[config.mk]
export PLATFORM = sky130hd
export DESIGN_NAME = seven_segment_capture
export DESIGN_NICKNAME = d
export VERILOG_FILES = /design/src/rtl/seven_seg_pkg.sv /design/src/rtl/seven_seg_decode.sv /design/src/rtl/seven_segment_capture.sv
export SDC_FILE = /design/constraint.sdc
export NUM_CORES = 1
export LEC_CHECK = 0
export CAP_MARGIN = 20
export CORE_MARGIN = 1
export CORE_UTILIZATION = 33
export CTS_BUF_LIST = sky130_fd_sc_hd__clkbuf_4 sky130_fd_sc_hd__clkbuf_8
export CTS_CLUSTER_DIAMETER = 40
export CTS_CLUSTER_SIZE = 25
export DETAILED_ROUTE_END_ITERATION = 8
export SLEW_MARGIN = 20
export SYNTH_ARGS = -nofsm -noshare
export SYNTH_HDL_FRONTEND = slang
export SYNTH_SLANG_ARGS = --single-unit
[constraint.sdc]
create_clock -name clk -period 3.9 [get_ports clk]
set_clock_uncertainty 0.1 [all_clocks]
set_input_delay 0.585 -clock clk [delete_from_list [all_inputs] [get_ports clk]]
set_output_delay 0.585 -clock clk [all_outputs]
set_load 0.01 [all_outputs]
[src/rtl/seven_seg_pkg.sv]
// Shared seven-segment definitions: segment bit order, hex pattern table, digit count.
// Used by the capture block and by the counter display driver.
package seven_seg_pkg;

  localparam int NUM_DIGITS = 4;
  localparam int SEG_W      = 7;

  // Segment a is the MSB of a pattern, g the LSB; a 1 means the segment is lit.
  localparam int SEG_A = 6;
  localparam int SEG_B = 5;
  localparam int SEG_C = 4;
  localparam int SEG_D = 3;
  localparam int SEG_E = 2;
  localparam int SEG_F_POS = 1;
  localparam int SEG_G = 0;

  localparam logic [SEG_W-1:0] SEG_0 = 7'b1111110;
  localparam logic [SEG_W-1:0] SEG_1 = 7'b0110000;
  localparam logic [SEG_W-1:0] SEG_2 = 7'b1101101;
  localparam logic [SEG_W-1:0] SEG_3 = 7'b1111001;
  localparam logic [SEG_W-1:0] SEG_4 = 7'b0110011;
  localparam logic [SEG_W-1:0] SEG_5 = 7'b1011011;
  localparam logic [SEG_W-1:0] SEG_6 = 7'b1011111;
  localparam logic [SEG_W-1:0] SEG_7 = 7'b1110000;
  localparam logic [SEG_W-1:0] SEG_8 = 7'b1111111;
  localparam logic [SEG_W-1:0] SEG_9 = 7'b1111011;
  localparam logic [SEG_W-1:0] SEG_A_HEX = 7'b1110111;
  localparam logic [SEG_W-1:0] SEG_B_HEX = 7'b0011111;
  localparam logic [SEG_W-1:0] SEG_C_HEX = 7'b1001110;
  localparam logic [SEG_W-1:0] SEG_D_HEX = 7'b0111101;
  localparam logic [SEG_W-1:0] SEG_E_HEX = 7'b1001111;
  localparam logic [SEG_W-1:0] SEG_F_HEX = 7'b1000111;

  // Entry n holds the pattern that displays hex value n.
  localparam logic [15:0][SEG_W-1:0] SEG_TABLE = {
    SEG_F_HEX, SEG_E_HEX, SEG_D_HEX, SEG_C_HEX, SEG_B_HEX, SEG_A_HEX, SEG_9, SEG_8,
    SEG_7, SEG_6, SEG_5, SEG_4, SEG_3, SEG_2, SEG_1, SEG_0
  };

  function automatic logic single_low(input logic [NUM_DIGITS-1:0] g);
    return ($countones(~g) == 1);
  endfunction

  function automatic logic [1:0] low_index(input logic [NUM_DIGITS-1:0] g);
    logic [1:0] idx;
    idx = '0;
    for (int k = 0; k < NUM_DIGITS; k++) begin
      if (!g[k]) idx = 2'(k);
    end
    return idx;
  endfunction

endpackage

[src/rtl/seven_seg_decode.sv]
// Combinational segment-pattern to hex-nibble decoder; zero latency, no backpressure.
// valid_o is low for any pattern outside the hex table.
module seven_seg_decode
  import seven_seg_pkg::*;
(
  input  logic [SEG_W-1:0] seg_i,
  output logic [3:0]       nibble_o,
  output logic             valid_o
);

  always_comb begin
    nibble_o = '0;
    valid_o  = 1'b0;
    for (int n = 0; n < 16; n++) begin
      if (seg_i == SEG_TABLE[n]) begin
        nibble_o = 4'(n);
        valid_o  = 1'b1;
      end
    end
  end

endmodule

[src/rtl/seven_segment_capture.sv]
// Captures hex digits from a multiplexed 7-segment display via synchronizers and a stability filter.
// Outputs update 2+STABLE_CYCLES edges after an input change; no backpressure (free-running observer).
module seven_segment_capture
  import seven_seg_pkg::*;
#(
  parameter int unsigned STABLE_CYCLES = 4
) (
  input  logic                    clk,
  input  logic                    rst_n,
  input  logic [NUM_DIGITS-1:0]   grounds,
  input  logic [SEG_W-1:0]        display,
  output logic [4*NUM_DIGITS-1:0] digits,
  output logic [NUM_DIGITS-1:0]   digit_valid,
  output logic                    frame_done,
  output logic                    seg_err,
  output logic [1:0]              err_digit
);

  localparam int SYNC_W = NUM_DIGITS + SEG_W;
  localparam logic [SYNC_W-1:0] SYNC_RST   = {{NUM_DIGITS{1'b1}}, {SEG_W{1'b0}}};
  localparam logic [7:0]        CNT_MAX    = 8'(STABLE_CYCLES);
  localparam logic [7:0]        CNT_ACCEPT = 8'(STABLE_CYCLES - 1);

  logic [SYNC_W-1:0] meta_q, sync_q;
  logic [7:0]        cnt_q, cnt_d;
  logic              armed_q, armed_d;
  logic [NUM_DIGITS-1:0]   seen_q, seen_d;
  logic [4*NUM_DIGITS-1:0] digits_q, digits_d;
  logic [NUM_DIGITS-1:0]   valid_q, valid_d;
  logic              frame_done_q, frame_done_d;
  logic              seg_err_q, seg_err_d;
  logic [1:0]        err_digit_q, err_digit_d;

  logic [NUM_DIGITS-1:0] grounds_s;
  logic [SEG_W-1:0]      seg_s;
  logic                  changed;
  logic                  accept;
  logic [1:0]            idx;
  logic [3:0]            dec_nibble;
  logic                  dec_valid;

  assign grounds_s = sync_q[SYNC_W-1:SEG_W];
  assign seg_s     = sync_q[SEG_W-1:0];
  // The value entering the second stage is next cycle's synchronized sample; comparing
  // against it starts the stability count on the edge the synchronized value changes.
  assign changed   = (meta_q != sync_q);
  assign idx       = low_index(grounds_s);
  assign accept    = armed_q && !changed && (cnt_q == CNT_ACCEPT) && single_low(grounds_s);

  seven_seg_decode u_decode (
    .seg_i    (seg_s),
    .nibble_o (dec_nibble),
    .valid_o  (dec_valid)
  );

  always_comb begin
    cnt_d        = cnt_q;
    armed_d      = armed_q;
    seen_d       = seen_q;
    digits_d     = digits_q;
    valid_d      = valid_q;
    frame_done_d = 1'b0;
    seg_err_d    = 1'b0;
    err_digit_d  = err_digit_q;

    if (changed) begin
      cnt_d   = '0;
      armed_d = 1'b1;
    end else if (cnt_q != CNT_MAX) begin
      cnt_d = cnt_q + 8'd1;
    end

    // Frame closes one edge after the last digit is seen; a capture on that edge opens the next frame.
    if (seen_q == '1) begin
      frame_done_d = 1'b1;
      seen_d       = '0;
    end

    if (accept) begin
      armed_d     = 1'b0;
      seen_d[idx] = 1'b1;
      if (dec_valid) begin
        digits_d[{idx, 2'b00} +: 4] = dec_nibble;
        valid_d[idx]                = 1'b1;
      end else begin
        valid_d[idx] = 1'b0;
        seg_err_d    = 1'b1;
        err_digit_d  = idx;
      end
    end
  end

  always_ff @(posedge clk or negedge rst_n) begin
    if (!rst_n) begin
      meta_q       <= SYNC_RST;
      sync_q       <= SYNC_RST;
      cnt_q        <= '0;
      armed_q      <= 1'b0;
      seen_q       <= '0;
      digits_q     <= '0;
      valid_q      <= '0;
      frame_done_q <= 1'b0;
      seg_err_q    <= 1'b0;
      err_digit_q  <= '0;
    end else begin
      meta_q       <= {grounds, display};
      sync_q       <= meta_q;
      cnt_q        <= cnt_d;
      armed_q      <= armed_d;
      seen_q       <= seen_d;
      digits_q     <= digits_d;
      valid_q      <= valid_d;
      frame_done_q <= frame_done_d;
      seg_err_q    <= seg_err_d;
      err_digit_q  <= err_digit_d;
    end
  end

  assign digits      = digits_q;
  assign digit_valid = valid_q;
  assign frame_done  = frame_done_q;
  assign seg_err     = seg_err_q;
  assign err_digit   = err_digit_q;

endmodule
==> reports/metrics.cfg <==
[status]
status=finished, final reports clean

[drt]
routed-via-count=1973
drtIter0Drc=125
avgViaCountPerCell=4.87
ant_nets=0
drc=0
finalWirelength_mm=5.65
avgRoutedWirePerCell_um=14.0
dr.pass1.iters=4

[clock_network]
cts_root_buf=clkbuf_8
cts_buffers=9
post_cts_buffers=0
cts.sinks=59
post_cts_resized=0
cts.clk_slew.worst_paths_ns=0.07
clockBufferDepth=2
cts_max_level=3
cts_tree=done
clkLatencyLatePin_ns=0.34
postCtsHoldBufs=0

[synth]
yosys-top-cells-count=dfrtp_1 (51), nand2_1 (24), mux2_1 (22)
avgSynthCellArea_um2=11.7
ys_warn_count=0
syn_inst=251
yosysUniqueCellTypes=46
synth_top_area_cell=dfrtp_1
synth_top_cell_area_share=0.434
synth_area_mm2=0.00294
synth_edf_count=0
yosys_register_bits=59
async_flop_share=1.00
synth-seq-area-share=0.505
synthMostInstantiatedCell=dfrtp_1
synth_area_leaders=dfrtp_1 (43%), mux2_1 (8.4%), dfstp_2 (7.1%)
ys.flop_type=dfrtp_1
syn_nets=277

[placement]
routabilityCongestion=0.841
postPlaceCellArea_mm2=0.00341
dp_hpwl_mm=4.21
portBuffers=36

[power]
p_leak_nw=1.62
vdd_drop_max_mv=0.132
fin_total_pwr_w=0.00124
power_density_mw_per_mm2=346

[critical_path]
cp.arrival_ns=3.50
crit_top_cell=ha_1
path_cells=fa_1 -> inv_1 -> ha_1 -> ha_1 -> or2_2 -> or4_4 -> nand4b_4 -> a211oi_4 -> mux2_1
critPathSlowestCell=dfstp_2
crit_buf_inv=1
start_kind=flip-flop
criticalPathCategory=reg2reg
crit_family=simple AND/OR/NAND/NOR gates
crit_path_max_incr_delay_ns=0.58
cp-end-kind=flip-flop
critPathMaxFanout=4
critPathRequiredTime_ns=4.01
r2r_setup_slack_ns=0.52

[floorplanning]
die_w_um=96.4
rows=34
die_area_mm2=0.00930
initial_core_util=0.339
io_pins=37
core_mm2=0.00868
chipHeight_um=96.4

[timing]
fmax_mhz=296
tns_ns=0
period_share=0.868
maxSlewViolCount=0
worst_slew_pin_slew_ns=0.874
slew_headroom=0.417
finalHoldViolations=0
post-route-min-period_ns=3.38
setup_viol=0
rsz0062_at_grt=false

[cells_and_area]
synthToLayoutAreaGrowth_pct=22.1
final_core_util=0.414
antennaDiodeCount=0
drive_above_1_share=0.131
nNetsFinal=318
design_area_mm2=0.00359

[global_route]
grt_pass1_vias=1953
grt_util_all_layers=0.139
grt_overflow=0
antenna_found_initial=0
grt_pass1_wl_mm=9.54
grt_max_degree=39

[flow_run]
drv_cap=0

[hold_path]
hold_class=in2async

==> worst reg2reg max path, stage by stage, from the launching register on <==
cell,delay [ns]
dfstp_2,0.58
fa_1,0.42
inv_1,0.07
ha_1,0.14
ha_1,0.22
or2_2,0.29
or4_4,0.49
nand4b_4,0.28
a211oi_4,0.33
mux2_1,0.36
==> flip-flops by register name (all words and copies together) (netlist names), named ones only <==
name / count
seg_err: 1
err_digit: 2
armed_q: 1
sync_q: 11
frame_done: 1
meta_q: 11
cnt_q: 8
digits: 16
seen_q: 4
==> metrics by stage <==
stage | worst slack (ns) | hold WS (ns) | std cells
floorplan | 0.700 | 0.189 | 251
global placement | 0.593 | 0.265 | 389
detailed placement | 0.498 | 0.268 | 389
CTS | 0.478 | 0.266 | 405
global route | 0.368 | 0.278 | 405
finish | 0.517 | 0.238 | 405
==> logic make-up after synthesis <==
group                      share of synthesized area
buffers and inverters                         0.0276
and+or+nand+nor                                0.162
muxes                                         0.0910
DFF                                            0.505
adders and majority gates                     0.0578
xor gates and xnor gates                      0.0536
AOI/OAI and AO/OA                              0.102
==> layout by cell type, fill, tap and decap left out, types with 3 or more instances in the layout <==
master           netlist  final
clkbuf_8               0     11
a211oi_4               4      4
or4_1                  3      3
ha_1                  12     12
nor3_1                 4      4
a21oi_1                9      9
nand2_1               24     24
dfstp_2                8      8
nand3_1                6      6
xnor2_1                3      3
clkdlybuf4s50_1        0     35
a211oi_1               3      3
and3_1                 3      3
clkinv_2               0      3
inv_1                 14     14
xor2_1                15     15
dfrtp_1               51     51
mux2_1                22     22
nor2_1                19     19
==> where the power goes <==
| group | switching [W] | internal (W) | total, W |
|---|---|---|---|
| Combinational | 0.0000490 | 0.0000348 | 0.0000838 |
| Sequential | 0.0000209 | 0.000627 | 0.000648 |
| Clock | 0.000234 | 0.000276 | 0.000510 |
==> area by class of cell <==
type / instances / area [um^2]
timing repair buffer: 37 / 363
sequential: 59 / 1490
clock inverter: 3 / 15.0
multi-input combinational: 171 / 1370
fill: 883 / 5090
tap: 108 / 135
clock buffer: 13 / 166
inverter: 14 / 52.6
==> path summary, 6_finish.rpt <==
kind                            start         to  cells after the start
max                        sync_q[10]  digits[5]                      9
min                             rst_n   cnt_q[6]                      1
max reg2reg                sync_q[10]  digits[5]                      9
min reg2reg                 meta_q[9]  sync_q[9]                      0
max in group asynchronous       rst_n  sync_q[8]                      2
min in group clk            meta_q[9]  sync_q[9]                      0
==> metal layers <==
layer / up-vias / part of all wire / GRT usage / routed length, um
li1: 959 / - / - / -
met1: 961 / 0.48 / 0.187 / 2740
met3: 9 / 0.041 / 0.0391 / 232
met5: - / 0 / 0 / 0
met2: 44 / 0.46 / 0.207 / 2600
met4: 0 / 0.015 / 0.0650 / 83
No activity file was read; power rests on OpenSTA's default activity.
